### config.mk
export PLATFORM = sky130hd
export DESIGN_NAME = pspin_cmd_router
export DESIGN_NICKNAME = d
export VERILOG_FILES = /design/src/rtl/pspin_cfg_pkg.sv /design/src/rtl/pspin_cmd_router_pkg.sv /design/src/rtl/fifo_v3.sv /design/src/rtl/pspin_cmd_router_resp_merge.sv /design/src/rtl/pspin_cmd_router.sv
export SDC_FILE = /design/constraint.sdc
export NUM_CORES = 1
export LEC_CHECK = 0
export CELL_PAD_IN_SITES_DETAIL_PLACEMENT = 0
export CELL_PAD_IN_SITES_GLOBAL_PLACEMENT = 2
export CORE_UTILIZATION = 36
export DETAILED_ROUTE_END_ITERATION = 10
export HOLD_SLACK_MARGIN = 0.05
export PLACE_DENSITY_LB_ADDON = 0.1
export SYNTH_ARGS = -nofsm -noshare
export SYNTH_HDL_FRONTEND = slang
export SYNTH_SLANG_ARGS = --single-unit
export TNS_END_PERCENT = 1
### constraint.sdc
create_clock -name clk_i -period 15.1 [get_ports clk_i]
set_input_delay 1.51 -clock clk_i [delete_from_list [all_inputs] [get_ports clk_i]]
set_output_delay 1.51 -clock clk_i [all_outputs]
set_load 0.01 [all_outputs]
### src/rtl/pspin_cfg_pkg.sv
// rtl/pspin_cfg_pkg.sv - PsPIN command/response types and command interface IDs
package pspin_cfg_pkg;

  localparam int unsigned NUM_CMD_INTERFACES  = 3;
  localparam int unsigned CMD_HOSTDIRECT_ID   = 0;
  localparam int unsigned CMD_NIC_OUTBOUND_ID = 1;
  localparam int unsigned CMD_EDMA_ID         = 2;

  typedef logic [1:0] pspin_cmd_intf_id_t;

  typedef struct packed {
    logic [7:0]         cmd_id;
    pspin_cmd_intf_id_t intf_id;
    logic [31:0]        addr;
    logic [15:0]        length;
  } pspin_cmd_t;

  typedef struct packed {
    logic [7:0]         cmd_id;
    pspin_cmd_intf_id_t intf_id;
    logic [15:0]        status;
  } pspin_cmd_resp_t;

endpackage

### src/rtl/pspin_cmd_router_pkg.sv
// rtl/pspin_cmd_router_pkg.sv - flattened port widths shared by the command router files
package pspin_cmd_router_pkg;

  localparam int unsigned CMD_W  = $bits(pspin_cfg_pkg::pspin_cmd_t);
  localparam int unsigned RESP_W = $bits(pspin_cfg_pkg::pspin_cmd_resp_t);

endpackage

### src/rtl/fifo_v3.sv
// rtl/fifo_v3.sv - in-order FIFO with optional fall-through, async active-low reset
module fifo_v3 #(
  parameter bit          FALL_THROUGH = 1'b0,
  parameter int unsigned DATA_WIDTH   = 32,
  parameter int unsigned DEPTH        = 8,
  parameter type         dtype        = logic [DATA_WIDTH-1:0],
  parameter int unsigned ADDR_DEPTH   = (DEPTH > 1) ? $clog2(DEPTH) : 1
) (
  input  logic                  clk_i,
  input  logic                  rst_ni,
  input  logic                  flush_i,
  input  logic                  testmode_i,
  output logic                  full_o,
  output logic                  empty_o,
  output logic [ADDR_DEPTH-1:0] usage_o,
  input  dtype                  data_i,
  input  logic                  push_i,
  output dtype                  data_o,
  input  logic                  pop_i
);

  localparam logic [ADDR_DEPTH-1:0] LAST     = ADDR_DEPTH'(DEPTH - 1);
  localparam logic [ADDR_DEPTH:0]   FULL_CNT = (ADDR_DEPTH + 1)'(DEPTH);

  logic [ADDR_DEPTH-1:0] rd_q, rd_d, wr_q, wr_d;
  logic [ADDR_DEPTH:0]   cnt_q, cnt_d;
  dtype                  mem_q [DEPTH];
  logic                  do_push, do_pop, bypass, unused_testmode;

  assign unused_testmode = testmode_i;
  assign full_o  = (cnt_q == FULL_CNT);
  assign bypass  = FALL_THROUGH && (cnt_q == '0) && push_i;
  assign empty_o = (cnt_q == '0) && !bypass;
  assign data_o  = bypass ? data_i : mem_q[rd_q];
  assign usage_o = cnt_q[ADDR_DEPTH-1:0];
  assign do_push = push_i && !full_o;
  assign do_pop  = pop_i && !empty_o;

  always_comb begin
    rd_d  = rd_q;
    wr_d  = wr_q;
    cnt_d = cnt_q;
    if (flush_i) begin
      rd_d  = '0;
      wr_d  = '0;
      cnt_d = '0;
    end else if (!(bypass && do_pop)) begin
      if (do_push) begin
        wr_d  = (wr_q == LAST) ? '0 : wr_q + 1'b1;
        cnt_d = cnt_d + 1'b1;
      end
      if (do_pop) begin
        rd_d  = (rd_q == LAST) ? '0 : rd_q + 1'b1;
        cnt_d = cnt_d - 1'b1;
      end
    end
  end

  always_ff @(posedge clk_i or negedge rst_ni) begin
    if (!rst_ni) begin
      rd_q  <= '0;
      wr_q  <= '0;
      cnt_q <= '0;
      for (int i = 0; i < int'(DEPTH); i++) mem_q[i] <= '0;
    end else begin
      rd_q  <= rd_d;
      wr_q  <= wr_d;
      cnt_q <= cnt_d;
      if (do_push && !flush_i && !(bypass && do_pop)) mem_q[wr_q] <= data_i;
    end
  end

endmodule

### src/rtl/pspin_cmd_router_resp_merge.sv
// rtl/pspin_cmd_router_resp_merge.sv - pspin_cmd_resp_merge: round-robin merge of completions
// into one registered response stream
module pspin_cmd_resp_merge
  import pspin_cmd_router_pkg::*;
#(
  parameter int unsigned NUM_INTF = 3
) (
  input  logic                       clk_i,
  input  logic                       rst_i,
  input  logic [NUM_INTF-1:0]        resp_valid_i,
  output logic [NUM_INTF-1:0]        resp_ready_o,
  input  logic [NUM_INTF*RESP_W-1:0] resp_i,
  output logic                       resp_valid_o,
  input  logic                       resp_ready_i,
  output logic [RESP_W-1:0]          resp_o
);

  localparam int unsigned PW = (NUM_INTF > 1) ? $clog2(NUM_INTF) : 1;

  logic [PW-1:0]     ptr_q, ptr_d, gnt;
  logic              valid_q, valid_d, can_load, found;
  logic [RESP_W-1:0] data_q, data_d;

  function automatic logic [PW-1:0] wrap_idx(input int unsigned v);
    return PW'((v >= NUM_INTF) ? v - NUM_INTF : v);
  endfunction

  assign can_load = !rst_i && (!valid_q || resp_ready_i);

  // First requester at or after the pointer, searching circularly
  always_comb begin
    found = 1'b0;
    gnt   = ptr_q;
    for (int unsigned k = 0; k < NUM_INTF; k++) begin
      if (!found && resp_valid_i[wrap_idx(32'(ptr_q) + k)]) begin
        found = 1'b1;
        gnt   = wrap_idx(32'(ptr_q) + k);
      end
    end
  end

  always_comb begin
    ptr_d   = ptr_q;
    valid_d = valid_q;
    data_d  = data_q;
    for (int unsigned g = 0; g < NUM_INTF; g++) begin
      resp_ready_o[g] = can_load && found && (gnt == PW'(g));
    end
    if (can_load) begin
      valid_d = found;
      if (found) begin
        data_d = resp_i[32'(gnt) * RESP_W +: RESP_W];
        ptr_d  = (gnt == PW'(NUM_INTF - 1)) ? '0 : gnt + 1'b1;
      end
    end
  end

  always_ff @(posedge clk_i or posedge rst_i) begin
    if (rst_i) begin
      ptr_q   <= '0;
      valid_q <= 1'b0;
      data_q  <= '0;
    end else begin
      ptr_q   <= ptr_d;
      valid_q <= valid_d;
      data_q  <= data_d;
    end
  end

  assign resp_valid_o = valid_q;
  assign resp_o       = data_q;

endmodule

### src/rtl/pspin_cmd_router.sv
// rtl/pspin_cmd_router.sv - routes HPU commands to host/NIC/DMA interfaces by intf_id with
// per-interface credits, and merges their completions back into one stream
module pspin_cmd_router
  import pspin_cfg_pkg::*;
  import pspin_cmd_router_pkg::*;
#(
  parameter int unsigned NUM_INTF        = pspin_cfg_pkg::NUM_CMD_INTERFACES,
  parameter int unsigned FIFO_DEPTH      = 2,
  parameter int unsigned MAX_OUTSTANDING = 16
) (
  input  logic                       clk_i,
  input  logic                       rst_i,
  input  logic                       cmd_valid_i,
  output logic                       cmd_ready_o,
  input  logic [CMD_W-1:0]           cmd_i,
  output logic [NUM_INTF-1:0]        intf_cmd_valid_o,
  input  logic [NUM_INTF-1:0]        intf_cmd_ready_i,
  output logic [NUM_INTF*CMD_W-1:0]  intf_cmd_o,
  input  logic [NUM_INTF-1:0]        intf_resp_valid_i,
  output logic [NUM_INTF-1:0]        intf_resp_ready_o,
  input  logic [NUM_INTF*RESP_W-1:0] intf_resp_i,
  output logic                       resp_valid_o,
  input  logic                       resp_ready_i,
  output logic [RESP_W-1:0]          resp_o,
  output logic                       idle_o,
  output logic                       err_o
);

  localparam int unsigned OW        = $clog2(MAX_OUTSTANDING + 1);
  localparam int unsigned FIFO_UW   = (FIFO_DEPTH > 1) ? $clog2(FIFO_DEPTH) : 1;
  localparam logic [OW-1:0] OUTST_MAX = OW'(MAX_OUTSTANDING);

  pspin_cmd_t          cmd;
  pspin_cmd_intf_id_t  tgt;
  logic                bad_id, cmd_hs;
  logic [NUM_INTF-1:0] sel, can_accept, push, full, empty, resp_hs;
  logic [OW-1:0]       outst_q [NUM_INTF];
  logic [OW-1:0]       outst_d [NUM_INTF];
  logic                err_q, err_d, idle_q, idle_d;

  assign cmd    = pspin_cmd_t'(cmd_i);
  assign tgt    = cmd.intf_id;
  assign bad_id = (32'(tgt) >= NUM_INTF);

  always_comb begin
    for (int unsigned i = 0; i < NUM_INTF; i++) begin
      sel[i]        = (32'(tgt) == i);
      can_accept[i] = !full[i] && (outst_q[i] < OUTST_MAX);
    end
  end

  // Unknown targets are always taken so a bad command cannot stall the cluster
  assign cmd_ready_o = !rst_i && (bad_id || |(sel & can_accept));
  assign cmd_hs      = cmd_valid_i && cmd_ready_o;
  assign push        = sel & {NUM_INTF{cmd_hs}};
  assign resp_hs     = intf_resp_valid_i & intf_resp_ready_o;

  for (genvar i = 0; i < NUM_INTF; i++) begin : g_intf
    logic [FIFO_UW-1:0] usage_unused;
    pspin_cmd_t         fifo_out;

    fifo_v3 #(
      .FALL_THROUGH(1'b0),
      .DATA_WIDTH  (CMD_W),
      .DEPTH       (FIFO_DEPTH),
      .dtype       (pspin_cmd_t)
    ) i_cmd_fifo (
      .clk_i     (clk_i),
      .rst_ni    (~rst_i),
      .flush_i   (1'b0),
      .testmode_i(1'b0),
      .full_o    (full[i]),
      .empty_o   (empty[i]),
      .usage_o   (usage_unused),
      .data_i    (cmd),
      .push_i    (push[i]),
      .data_o    (fifo_out),
      .pop_i     (intf_cmd_valid_o[i] && intf_cmd_ready_i[i])
    );

    assign intf_cmd_valid_o[i]            = ~empty[i];
    assign intf_cmd_o[i*CMD_W +: CMD_W] = fifo_out;
  end

  // A completion with nothing outstanding is still forwarded; the counter saturates at zero
  always_comb begin
    err_d  = cmd_hs && bad_id;
    idle_d = &empty && !resp_valid_o;
    for (int unsigned i = 0; i < NUM_INTF; i++) begin
      outst_d[i] = outst_q[i];
      idle_d     = idle_d && (outst_q[i] == '0);
      if (resp_hs[i] && (outst_q[i] == '0)) err_d = 1'b1;
      if (push[i] && !resp_hs[i]) begin
        outst_d[i] = outst_q[i] + OW'(1);
      end else if (!push[i] && resp_hs[i] && (outst_q[i] != '0)) begin
        outst_d[i] = outst_q[i] - OW'(1);
      end
    end
  end

  always_ff @(posedge clk_i or posedge rst_i) begin
    if (rst_i) begin
      for (int i = 0; i < int'(NUM_INTF); i++) outst_q[i] <= '0;
      err_q  <= 1'b0;
      idle_q <= 1'b1;
    end else begin
      for (int i = 0; i < int'(NUM_INTF); i++) outst_q[i] <= outst_d[i];
      err_q  <= err_d;
      idle_q <= idle_d;
    end
  end

  assign err_o  = err_q;
  assign idle_o = idle_q;

  pspin_cmd_resp_merge #(
    .NUM_INTF(NUM_INTF)
  ) i_resp_merge (
    .clk_i       (clk_i),
    .rst_i       (rst_i),
    .resp_valid_i(intf_resp_valid_i),
    .resp_ready_o(intf_resp_ready_o),
    .resp_i      (intf_resp_i),
    .resp_valid_o(resp_valid_o),
    .resp_ready_i(resp_ready_i),
    .resp_o      (resp_o)
  );

endmodule

After elaboration in Yosys (flattened, before gate mapping)
Index checks and enable logic that the tools add are counted.
Widths: inputs -> output; s select.
- bitwise logic cells: 12
- shift-type cells: 1
- $mul: 1
- divide/modulo/power cells: 0
- reduce and logical (&&, ||, !) cells: 76
- add/sub/neg operators: 24
- magnitude comparators: 19
- equality and inequality tests: 7
- multiplexer cells: 55
- operators with widths (cell ; number):
    $mux 58 ; 12
    $bwmux 116 ; 3
    $demux 58 s1 ; 3
    $shiftx 78x8->26 ; 1
    $logic_and 1x1->1 ; 41
    $mux 5 ; 6
    $mux 2 ; 13
    $ge 2x2->1 const B ; 8
    $logic_not 1->1 ; 16
    $add 5x1->5 const B ; 3
    $logic_not 5->1 ; 3
    $lt 5x5->1 const B ; 3
    $mux 1 ; 15
    $reduce_bool 5->1 ; 3
    $sub 5x1->5 const B ; 3
    $not 1->2 ; 6
    $eq 2x2->1 const B ; 5
    $logic_not 2->1 ; 5
    $and 3x3->3 ; 3
    $lt 2x3->1 const B ; 3
    $add 2x1->2 const B ; 4
    $add 1x1->1 const B ; 6
    $bmux 1 s2 ; 3
    $ge 3x2->1 const B ; 2
    13 further kinds ; 25
- bits in registers: 406
- bits in latches: 0
- input port bits: 146
- bits in read-only memories: 0
- output and inout port bits: 210
- memory bits (writable): 0
- word-level logic and storage cells: 236
- memories kept: 0

Depth between registers and ports, before layout
- depth in word-level cells: 18
- depth in mapped cells: 15
- mapped depth without buffers: 14

Cells and area by module
From an unflattened synthesis, not the netlist that was laid out.
- cell total of the unflattened synthesis: 1324
- area total of the unflattened synthesis: 18864.3 um^2
- modules (own cells, without submodules) (module ; times used ; area an instance (um^2) ; sequential area each (um^2) ; cells each):
    fifo_v3 (g_intf[1].i_cmd_fifo ...) ; 2 ; 5282.6 ; 3002.9 ; 338
    fifo_v3 (g_intf[0].i_cmd_fifo) ; 1 ; 5281.3 ; 3002.9 ; 338
    pspin_cmd_resp_merge ; 1 ; 1813.0 ; 725.7 ; 194
    pspin_cmd_router ; 1 ; 1204.9 ; 426.7 ; 116

Least setup slack after synthesis
OpenSTA, ideal clock, no wires.
- path type: input -> output
- start: input port intf_resp_valid_i[0]
- end: output port intf_resp_ready_o[1]
- data required time: 13590 ps
- path slack: 10531 ps
- arrival: 3059 ps
- stages: 6
- buffers on the path: 1
- cell sequence: mux2_4 or2_4 a211oi_4 o221ai_2 a21oi_4 buf_4
- cells in the longest elaborated chain, start to end: 11
- elaborated cells on any way between the ends: 19
- those cells by class: 1 x eq/ne; 12 x mux; 6 x reduce/logical
- RTL lines (element ; RTL line ; text):
    start: declaration ; pspin_cmd_router.sv:19 ; input logic [NUM_INTF-1:0] intf_resp_valid_i,
    $bmux 1 s2 ; pspin_cmd_router_resp_merge.sv:35 ; if (!found && resp_valid_i[wrap_idx(32'(ptr_q) + k)]) begin
    $mux 1 (not written as such) ; pspin_cmd_router_resp_merge.sv:35 ;
    $mux 1 ; pspin_cmd_router_resp_merge.sv:35 ;
    $logic_not 1->1 ; pspin_cmd_router_resp_merge.sv:35 ;
    $logic_and 1x1->1 ; pspin_cmd_router_resp_merge.sv:35 ;
    $mux 1 ; pspin_cmd_router_resp_merge.sv:35 ;
    $logic_not 1->1 ; pspin_cmd_router_resp_merge.sv:35 ;
    $logic_and 1x1->1 ; pspin_cmd_router_resp_merge.sv:35 ;
    $mux 2 / $mux 1 (equally long branches) ; pspin_cmd_router_resp_merge.sv:35 ;
    $eq 2x1->1 / $logic_and 1x1->1 (equally long branches) ; pspin_cmd_router_resp_merge.sv:47 ; resp_ready_o[g] = can_load && found && (gnt == PW'(g));
    $logic_and 1x1->1 * ; pspin_cmd_router_resp_merge.sv:47 ;
    end: declaration ; pspin_cmd_router.sv:20 ; output logic [NUM_INTF-1:0] intf_resp_ready_o,
Every way passes the cells marked *; elsewhere a longest branch is shown, timed or not. The select of a mux whose other input is x is not followed.

Worst setup path in the final report
Same ends and word-level chain as after synthesis.

==> impl_metrics.yaml <==
run_status:
  status: "finished, final reports clean"
yosys:
  synth.most_common_cell: "mux2_2"
  syn_area_um2: 18500
  synth_cell_type_count: 66
  synth_common_cells: "mux2_2, dfrtp_1, nand2_1"
  yosys_most_used_dff: "dfrtp_1"
  synth_area_leader_cell: "dfrtp_1"
  synth_area_leaders: "dfrtp_1, mux2_2, a221o_1"
  syn_area_per_cell_um2: 14.1
  synth_edf_count: 0
  synth_top_cell_area_share_pct: 54.7
  synth_warnings: 0
  ys_seq_elements: 406
  ys_seq_area_share_pct: 54.8
  synthCells: 1315
  synthArstFlopShare_pct: 100
  syn_nets: 1483
sta:
  drv_slew: 0
  skew_ps: 11.3
  post-route-period-util_pct: 38.7
  relSlewSlack_pct: 23.0
  grt_setup_unrepaired: "no"
  max_freq_mhz: 171
  hold_viol_final: 0
  worst_pin_slew_ps: 1150
  setup_tns_ps: 0
  setup_violations: 0
  finalCriticalPeriod_ps: 5840
routing:
  ant_nets: 0
  routed_wl_mm: 50.3
  routedWlPerCell_um: 21.2
  drt_iter0_markers: 368
  dr.pass1.iters: 4
  vias: 11900
  drc: 0
  routed_via_density: 5.01
setup_path:
  crit_required_ps: 13590
  crit_start: "intf_resp_valid_i[0]"
  end_kind: "primary output"
  critPathKind: "primary input to primary output"
  crit_arrival_ps: 4330
  setup.worst_path.start_class: "primary input"
  critPathMaxFanout: 28
  r2r-start: "i_resp_merge.ptr_q[0]$_DFFE_PP0P_"
power_and_ir_drop:
  clkPwrFrac_pct: 21.8
  peakVddDrop_mv: 0.0966
  p_sw_mw: 1.73
  leakagePower_nw: 10.8
  pwr_density_cell_nw_per_um2: 221
  p_comb_share_pct: 43.5
  p_sw_share_pct: 32.0
  seqPwrFrac_pct: 34.7
  intPower_mw: 3.68
clock_tree:
  cts_setup_buffers: 0
  clk_latency_ps: 570
  clkTransAtPathRegs_ps: 50
  postCtsHoldBufs: 0
  cts_tree: "yes"
  post_cts_resized: 0
  clock_sinks: 406
  cts_root_buffer: "clkbuf_16"
  tritoncts.num_buffers: 48
  htree_num_levels: 2
  clockBufferDepth: 3
floorplan:
  initial_utilization_pct: 36.7
  die_h_um: 229
  die_x_um: 229
  ios: 356
  core_um2: 50500
  die_area_um2: 52400
  placementRows: 82
place:
  post-dp-hpwl_mm: 31.3
  portBuffers: 355
  place.gp.congestion: 0.801
cells_and_area:
  drive_gt1_share_pct: 37.9
  regArea_um2: 10200
  n_fill_cell: 4528
  multi_input_area_um2: 8040
  fin_util_pct: 48.4
  area_growth_pct: 31.9
  nets: 1831
global_routing:
  grt_max_degree: 188
  grt_usage_pct: 19.5
  antenna_found_initial: 3
  grt_overflow_total: 0
  grt_pass1_vias: 13200
  grt_pass1_wl_mm: 78.8
hold_path:
  min_from: "g_intf[1].i_cmd_fifo.mem_q[106]$_DFFE_PP0P_"
  holdCritPathClass: "flop to flop"
job:
  drv_cap: 0
-- state kept, by name, indices dropped and copies added (netlist names) --
name / count
g_intf.i_cmd_fifo.wr_q: 3
g_intf.i_cmd_fifo.mem_q: 348
i_resp_merge.resp_valid_o: 1
idle_o: 1
i_resp_merge.resp_o: 26
g_intf.i_cmd_fifo.cnt_q: 6
i_resp_merge.ptr_q: 2
err_o: 1
g_intf.i_cmd_fifo.rd_q: 3
outst_q: 15
-- metrics by stage --
stage | hold WS [ps] | instance area, µm² | power (mW) | instances | setup WS [ps]
4_1_cts | 464 | 24400 | 5.50 | 2374 | 9250
5_1_grt | 480 | 24400 | 5.75 | 2375 | 9170
3_3_place_gp | 443 | 22800 | 4.25 | 2285 | 9250
2_1_floorplan | 428 | 18500 | 3.16 | 1315 | 2300
3_5_place_dp | 447 | 22800 | 4.28 | 2285 | 9270
6_report | 461 | 24400 | 5.41 | 2376 | 9260
-- power groups by stage --
stage / Clock (mW) / Sequential (mW) / Combinational, mW
2_1_floorplan: 0 / 1.77 / 1.39
3_3_place_gp: 0 / 1.88 / 2.37
3_5_place_dp: 0 / 1.90 / 2.38
4_1_cts: 1.22 / 1.89 / 2.39
5_1_grt: 1.27 / 1.95 / 2.53
6_report: 1.18 / 1.88 / 2.35
-- worst paths after layout --
check / slack, ps / end / depth (start not counted)
hold reg to reg: 460 / g_intf[1].i_cmd_fifo.mem_q[106]$_DFFE_PP0P_ / 1
hold / removal: 460 / g_intf[1].i_cmd_fifo.mem_q[106]$_DFFE_PP0P_ / 1
setup reg to reg: 11190 / outst_q[9]$_DFFE_PP0P_ / 12
min in group asynchronous: 1530 / g_intf[2].i_cmd_fifo.mem_q[28]$_DFFE_PP0P_ / 2
setup / recovery: 9260 / intf_resp_ready_o[1] / 8
max in group asynchronous: 11070 / g_intf[2].i_cmd_fifo.rd_q$_DFFE_PP0P_ / 4
-- cell type report --
type | count | area share (%)
Clock inverter | 15 | 0.686
Sequential cell | 406 | 41.6
Tap cell | 672 | 3.44
Antenna cell | 2 | 0.0205
Timing Repair Buffer | 370 | 15.0
Clock buffer | 74 | 6.02
Inverter | 18 | 0.307
Multi-Input combinational cell | 819 | 32.9
-- layer usage --
metal	vias up	share of wire, %	global-route usage [%]
met5	-	0.050	0
met4	4	2.5	6.02
met3	76	6.4	5.76
met2	282	47	31.6
met1	6117	44	25.0
li1	5430	-	-
-- kinds of logic after synthesis --
logic type | synth area share [%]
adders and majority gates | 1.61
and+or+nand+nor | 3.76
AOI/OAI and AO/OA | 4.54
DFF | 54.8
buffers and inverters | 2.03
muxes | 32.0
xor gates and xnor gates | 1.18
-- cells in the final DEF, fill, tap and decap left out, types with 3 or more instances in the layout --
master / netlist / routed
nor2_1: 19 / 17
inv_1: 18 / 17
a221o_1: 26 / 26
or2_2: 3 / 3
nor2b_1: 13 / 12
clkdlybuf4s50_1: 0 / 355
dfrtp_1: 405 / 402
ha_1: 19 / 19
bufinv_16: 0 / 3
a21oi_1: 11 / 11
and2_1: 6 / 6
clkbuf_1: 35 / 11
nor3_1: 4 / 4
o21ai_2: 3 / 3
xnor2_1: 15 / 15
nand3_1: 6 / 6
nand2_4: 0 / 3
xor2_1: 10 / 10
fa_1: 3 / 3
o21ai_0: 30 / 30
dfrtp_4: 0 / 3
mux2_2: 515 / 515
clkinv_2: 0 / 9
nand2_1: 68 / 65
a21o_1: 10 / 10
nand4_1: 3 / 3
clkbuf_8: 0 / 13
clkbuf_16: 0 / 50
mux2_4: 5 / 5
mux2i_1: 5 / 5
buf_4: 1 / 14
-- worst max-delay path: stages --
cell,delay [ps]
clkdlybuf4s50_1,490
mux2_4,340
or2_4,250
a211oi_4,380
o221ai_2,210
a21oi_4,170
buf_4,350
clkdlybuf4s50_1,610
No activity file was read; power rests on OpenSTA's default activity.
